### config.mk
export PLATFORM = sky130hd
export DESIGN_NAME = tp_event_merger
export DESIGN_NICKNAME = d
export VERILOG_FILES = /design/src/rtl/tp_event_merger.sv
export SDC_FILE = /design/constraint.sdc
export NUM_CORES = 2
export LEC_CHECK = 0
export ABC_CLOCK_PERIOD_IN_PS = 9800
export CELL_PAD_IN_SITES_DETAIL_PLACEMENT = 1
export CELL_PAD_IN_SITES_GLOBAL_PLACEMENT = 1
export CORE_ASPECT_RATIO = 1.25
export CORE_MARGIN = 5
export CORE_UTILIZATION = 51
export DETAILED_ROUTE_END_ITERATION = 10
export PLACE_DENSITY = 0.7
export SETUP_SLACK_MARGIN = 0.1
export SYNTH_ARGS = -nofsm -noshare
export SYNTH_HDL_FRONTEND = slang
export SYNTH_MEMORY_MAX_BITS = 65536
export SYNTH_SLANG_ARGS = --single-unit
### constraint.sdc
create_clock -name clk -period 9.8 [get_ports clk]
set_input_delay 2.94 -clock clk [delete_from_list [all_inputs] [get_ports clk]]
set_output_delay 2.94 -clock clk [all_outputs]
set_load 0.05 [all_outputs]
### src/rtl/tp_event_merger.sv
// Event merger: per-channel FIFOs feeding one output stream, one complete event at a time.
module tp_event_merger #(
    parameter int unsigned NCH   = 4,
    parameter int unsigned W     = 65,
    parameter int unsigned DEPTH = 16
) (
    input  logic             clk,
    input  logic             rst,
    input  logic [NCH*W-1:0] din,
    input  logic [NCH-1:0]   din_valid,
    output logic [NCH-1:0]   din_ready,
    output logic [W-1:0]     dout,
    output logic             dout_valid,
    input  logic             dout_ready,
    output logic [31:0]      evt_count
);
    localparam int unsigned CW = (NCH > 1) ? $clog2(NCH) : 1;
    localparam int unsigned AW = $clog2(DEPTH);
    localparam int unsigned OW = AW + 1;

    typedef enum logic {
        ARB    = 1'b0,
        STREAM = 1'b1
    } state_e;

    // Per-channel FIFO storage and bookkeeping
    logic [W-1:0]   mem_q    [NCH][DEPTH];
    logic [AW-1:0]  wr_ptr_q [NCH];
    logic [AW-1:0]  rd_ptr_q [NCH];
    logic [OW-1:0]  cnt_q    [NCH];
    logic [OW-1:0]  cnt_d    [NCH];
    logic [NCH-1:0] din_ready_q;
    logic [NCH-1:0] nonempty_q;
    logic [NCH-1:0] wr_en;
    logic [NCH-1:0] rd_en;
    logic [NCH-1:0] avail;

    // Arbitration / streaming control; grant_q doubles as last_grant while in ARB
    state_e        state_q;
    state_e        state_d;
    logic [CW-1:0] grant_q;
    logic [CW-1:0] grant_d;
    logic [CW-1:0] arb_idx;
    logic          arb_found;

    logic [W-1:0]  rd_data;
    logic          rd_nonempty;
    logic          rd_eoe;
    logic          load;

    // Output register and event counter
    logic [W-1:0]  dout_q;
    logic          dout_valid_q;
    logic [31:0]   evt_count_q;

    assign din_ready  = din_ready_q;
    assign dout       = dout_q;
    assign dout_valid = dout_valid_q;
    assign evt_count  = evt_count_q;

    // Head of the granted FIFO and the output-register load decision
    always_comb begin
        rd_data     = mem_q[grant_q][rd_ptr_q[grant_q]];
        rd_nonempty = (cnt_q[grant_q] != '0);
        rd_eoe      = rd_data[W-1] & rd_data[W-2];
        load        = (state_q == STREAM) && rd_nonempty && (!dout_valid_q || dout_ready);
    end

    // Per-channel push/pop strobes, next occupancy and arbitration eligibility
    always_comb begin
        wr_en = '0;
        rd_en = '0;
        avail = '0;
        for (int unsigned i = 0; i < NCH; i++) begin
            cnt_d[i] = cnt_q[i];
            wr_en[i] = din_valid[i] & din_ready_q[i];
            rd_en[i] = load && (grant_q == CW'(i));
            cnt_d[i] = cnt_q[i] + OW'(wr_en[i]) - OW'(rd_en[i]);
            // A channel becomes eligible only after its word has sat in the FIFO for a cycle
            avail[i] = nonempty_q[i] && (cnt_q[i] != '0);
        end
    end

    // Next-state logic: round-robin search in ARB, hold grant until EOE leaves in STREAM
    always_comb begin
        state_d   = state_q;
        grant_d   = grant_q;
        arb_idx   = '0;
        arb_found = 1'b0;
        case (state_q)
            ARB: begin
                for (int unsigned k = 1; k <= NCH; k++) begin
                    arb_idx = CW'((32'(grant_q) + k) % NCH);
                    if (!arb_found && avail[arb_idx]) begin
                        arb_found = 1'b1;
                        grant_d   = arb_idx;
                    end
                end
                if (arb_found) begin
                    state_d = STREAM;
                end
            end
            STREAM: begin
                if (load && rd_eoe) begin
                    state_d = ARB;
                end
            end
            default: state_d = ARB;
        endcase
    end

    // FSM state and grant registers; reset makes channel 0 the first candidate
    always_ff @(posedge clk) begin
        if (rst) begin
            state_q <= ARB;
            grant_q <= CW'(NCH - 1);
        end else begin
            state_q <= state_d;
            grant_q <= grant_d;
        end
    end

    // FIFO storage writes; contents need no reset since pointers define validity
    always_ff @(posedge clk) begin
        for (int unsigned i = 0; i < NCH; i++) begin
            if (wr_en[i]) begin
                mem_q[i][wr_ptr_q[i]] <= din[i*W +: W];
            end
        end
    end

    // FIFO pointers, occupancy and registered ready/not-empty flags
    always_ff @(posedge clk) begin
        if (rst) begin
            for (int unsigned i = 0; i < NCH; i++) begin
                wr_ptr_q[i] <= '0;
                rd_ptr_q[i] <= '0;
                cnt_q[i]    <= '0;
            end
            din_ready_q <= '0;
            nonempty_q  <= '0;
        end else begin
            for (int unsigned i = 0; i < NCH; i++) begin
                if (wr_en[i]) begin
                    wr_ptr_q[i] <= wr_ptr_q[i] + AW'(1);
                end
                if (rd_en[i]) begin
                    rd_ptr_q[i] <= rd_ptr_q[i] + AW'(1);
                end
                cnt_q[i]       <= cnt_d[i];
                din_ready_q[i] <= (cnt_d[i] < OW'(DEPTH));
                nonempty_q[i]  <= (cnt_q[i] != '0);
            end
        end
    end

    // Output register: refill on load, otherwise drain on downstream accept
    always_ff @(posedge clk) begin
        if (rst) begin
            dout_q       <= '0;
            dout_valid_q <= 1'b0;
        end else if (load) begin
            dout_q       <= rd_data;
            dout_valid_q <= 1'b1;
        end else if (dout_ready) begin
            dout_valid_q <= 1'b0;
        end
    end

    // Count EOE words accepted downstream; wraps naturally at 32 bits
    always_ff @(posedge clk) begin
        if (rst) begin
            evt_count_q <= '0;
        end else if (dout_valid_q && dout_ready && dout_q[W-1] && dout_q[W-2]) begin
            evt_count_q <= evt_count_q + 32'd1;
        end
    end

endmodule

==> flow_metrics.py <==
metrics = {
    "setup_path": {
        "worstPathArrival_ns": 6.80,
        "startpoint_type": "primary input",
        "crit_fanout": 39,
        "cp-end-kind": "register",
        "slowest_delay_ns": 0.92,
        "cp_slowest_cell": "nand3_4",
        "crit_path_cell_trace": "buf_2 -> inv_1 -> nand2_1 -> a211oi_2 -> buf_4 -> nand3_4 -> buf_4 -> a211oi_1 -> a2111o_1",
        "worstSetupPathType": "in -> reg",
        "worstSetupStartpoint": "rst",
        "regToRegSetupSlack_ns": 4.44,
        "crit_required_ns": 10.64,
        "crit_top_cell": "buf_4",
    },
    "pwr": {
        "power_density_nw_per_um2": 259,
        "peakVddDrop_mv": 0.238,
        "p_leak_nw": 61.5,
        "total_power_mw": 49.2,
    },
    "timing": {
        "slew_viol_final": 0,
        "rsz0062_at_grt": "false",
        "setup_slack_ns": 3.84,
        "tightestPinTransition_ns": 1.47,
        "finalCriticalPeriod_ns": 5.96,
        "finalClockSkew_ns": 0.0662,
        "hold_viol": 0,
        "clock.fmax_mhz": 168,
        "setup_tns_ns": 0,
        "fin_crit_sh": 0.608,
        "slew_headroom": 0.0144,
        "finalSetupViolations": 0,
    },
    "routing": {
        "drc": 0,
        "route.met3.wl_microns": 51900,
        "routed_via_density": 6.82,
        "via_count": 88700,
        "postRouteAntennaNets": 0,
        "wl_per_cell_microns": 42.9,
        "routed.top_layer": "met5",
        "routed_wl_microns": 558000,
        "drt_iter0_drc": 12200,
        "met2WireLength_microns": 277000,
        "dr.pass1.iters": 6,
        "wl_met1_microns": 196000,
    },
    "clock_tree": {
        "cts_root_buf": "clkbuf_16",
        "cts_htree_levels": 5,
        "cts_buffer_depth": 4,
        "path_clk_slew_ns": 0.06,
        "cts_buffers": 416,
        "cts_tree": "yes",
        "cts_hold_buf": 0,
        "cts_setup_buffers": 0,
        "cts_resized": 0,
        "clock-sinks": 4323,
        "clock_latency_ns": 0.95,
    },
    "min_path": {
        "hold_start": "evt_count[14]$_SDFFE_PP0P_",
        "hp-class": "reg -> reg",
    },
    "place": {
        "placed_cells": 12200,
        "dp_slack_ns": 2.92,
        "io_buffers": 368,
        "gp_congestion": 0.845,
        "dp_hpwl_microns": 319000,
    },
    "status": {
        "status": "finished clean",
    },
    "synth": {
        "synth_seq_cells": 4323,
        "synth_edf_count": 4192,
        "yosysMostFrequentCell": "edfxtp_1",
        "yosys-top-cells-count": "4,192 x edfxtp_1, 982 x mux4_2, 586 x mux2i_1",
        "syn_area_sq_um": 168000,
        "ys_warn_count": 0,
        "synth_top_area_frac": 0.751,
        "synth_top_cell_by_area": "edfxtp_1",
        "avgSynthCellArea_sq_um": 21.7,
        "synth.area.top_cells": "edfxtp_1 75%, mux4_2 13%, mux2i_1 3.5%, dfxtp_1 1.6%, a211oi_1 1.1%",
        "ys.flop_type": "edfxtp_1",
        "synthCells": 7727,
        "ys_async_sr_fraction": 0,
        "syn-num-nets": 8046,
        "yosysUniqueCellTypes": 62,
        "ys_seq_area_frac": 0.767,
    },
    "floorplanning": {
        "die_w_microns": 523,
        "rows": 235,
        "die_h_microns": 651,
        "initial_core_util": 0.511,
        "io_pins": 369,
        "die_area_sq_um": 340000,
        "coreArea_sq_um": 328000,
    },
    "grt": {
        "grt_max_degree": 130,
        "grt_overflow": 0,
        "antenna_found_initial": 27,
        "grt_pass1_wl_microns": 772000,
        "grt_pass1_vias": 93800,
        "track_usage": 0.327,
    },
    "layout": {
        "area_growth_pct": 13.4,
        "layout-drive-gt1-share": 0.217,
        "post-route-util": 0.580,
        "layout.cells.non_filler": 13000,
        "fin_nets": 8597,
    },
    "job": {
        "maxCapViolCount": 0,
    },
}
logic make-up (layout without fill, tap and decap cells):
family,Yosys count,count (layout),share of synthesized area
compound gates,434,434,0.0199
xor+xnor,58,58,0.00303
fa+ha+maj,54,54,0.00418
buf+inv,474,1367,0.0148
flops,4323,4323,0.767
mux,1576,1576,0.168
other cells,0,10,0
simple gates,808,808,0.0234
area by class of cell:
cell class | count | area, sq um
Fill cell | 27500 | 138000
Sequential cell | 4323 | 129000
Multi-Input combinational cell | 2930 | 36800
Clock buffer | 518 | 11100
Tap cell | 4384 | 5490
Timing Repair Buffer | 556 | 5270
Clock inverter | 242 | 2600
Inverter | 51 | 191
Antenna cell | 10 | 25.0
routing by layer:
layer	global-route usage	vias up
met3	0.0535	1419
li1	-	33200
met2	0.543	6154
met1	0.423	47900
met4	0.160	18
met5	0	-
critical path: cells and delay by family:
family / cells / cell delay, ns
AND/OR/NAND/NOR: 2 / 1.06
buffers and inverters: 4 / 2.00
AO/OA/AOI/OAI: 3 / 0.75
layout by cell type, fill, tap and decap left out, drive strengths merged, types with 4 or more instances in the layout:
cell / instances
a2111o: 62
a211oi: 250
a21boi: 4
a21o: 5
a21oi: 81
and2: 55
and3: 20
buf: 189
bufinv: 49
clkbuf: 518
clkdlybuf4s50: 367
clkinv: 158
clkinvlp: 26
dfxtp: 131
diode: 10
edfxtp: 4192
fa: 4
ha: 48
inv: 60
mux2: 8
mux2i: 586
mux4: 982
nand2: 300
nand2b: 6
nand3: 155
nand4: 4
nor2: 83
nor2b: 130
nor3: 26
nor3b: 7
o2111ai: 4
o21ai: 10
or2: 4
or3: 7
xnor2: 24
xor2: 34
stage by stage:
step | hold slack, ns | area [sq um]
finish | 0.512 | 190000
global route | 0.543 | 190000
CTS | 0.510 | 190000
detailed placement | 0.504 | 176000
global placement | 0.484 | 176000
floorplan | 0.474 | 168000
where the power goes:
group          switching (mW)  internal, mW
registers               0.420          20.8
logic                    7.10          4.52
clock network            7.04          9.33
total                    14.6          34.7
sequential cells by signal, indices dropped and copies added (netlist names), named ones only:
signal and count:
nonempty_q 4, mem_q 4160, grant_q 2, rd_ptr_q 16, evt_count 32, wr_ptr_q 16
dout 65, state_q 1, dout_valid 1, din_ready 4, cnt_q 20
final timing paths:
path,endpoint,depth (start not counted)
setup reg to reg,dout[31]$_SDFFE_PP0P_,8
setup / recovery,dout[16]$_SDFFE_PP0P_,9
hold / removal,evt_count[14]$_SDFFE_PP0P_,2
hold reg to reg,evt_count[14]$_SDFFE_PP0P_,2
Power figures use the tool's default switching activity.
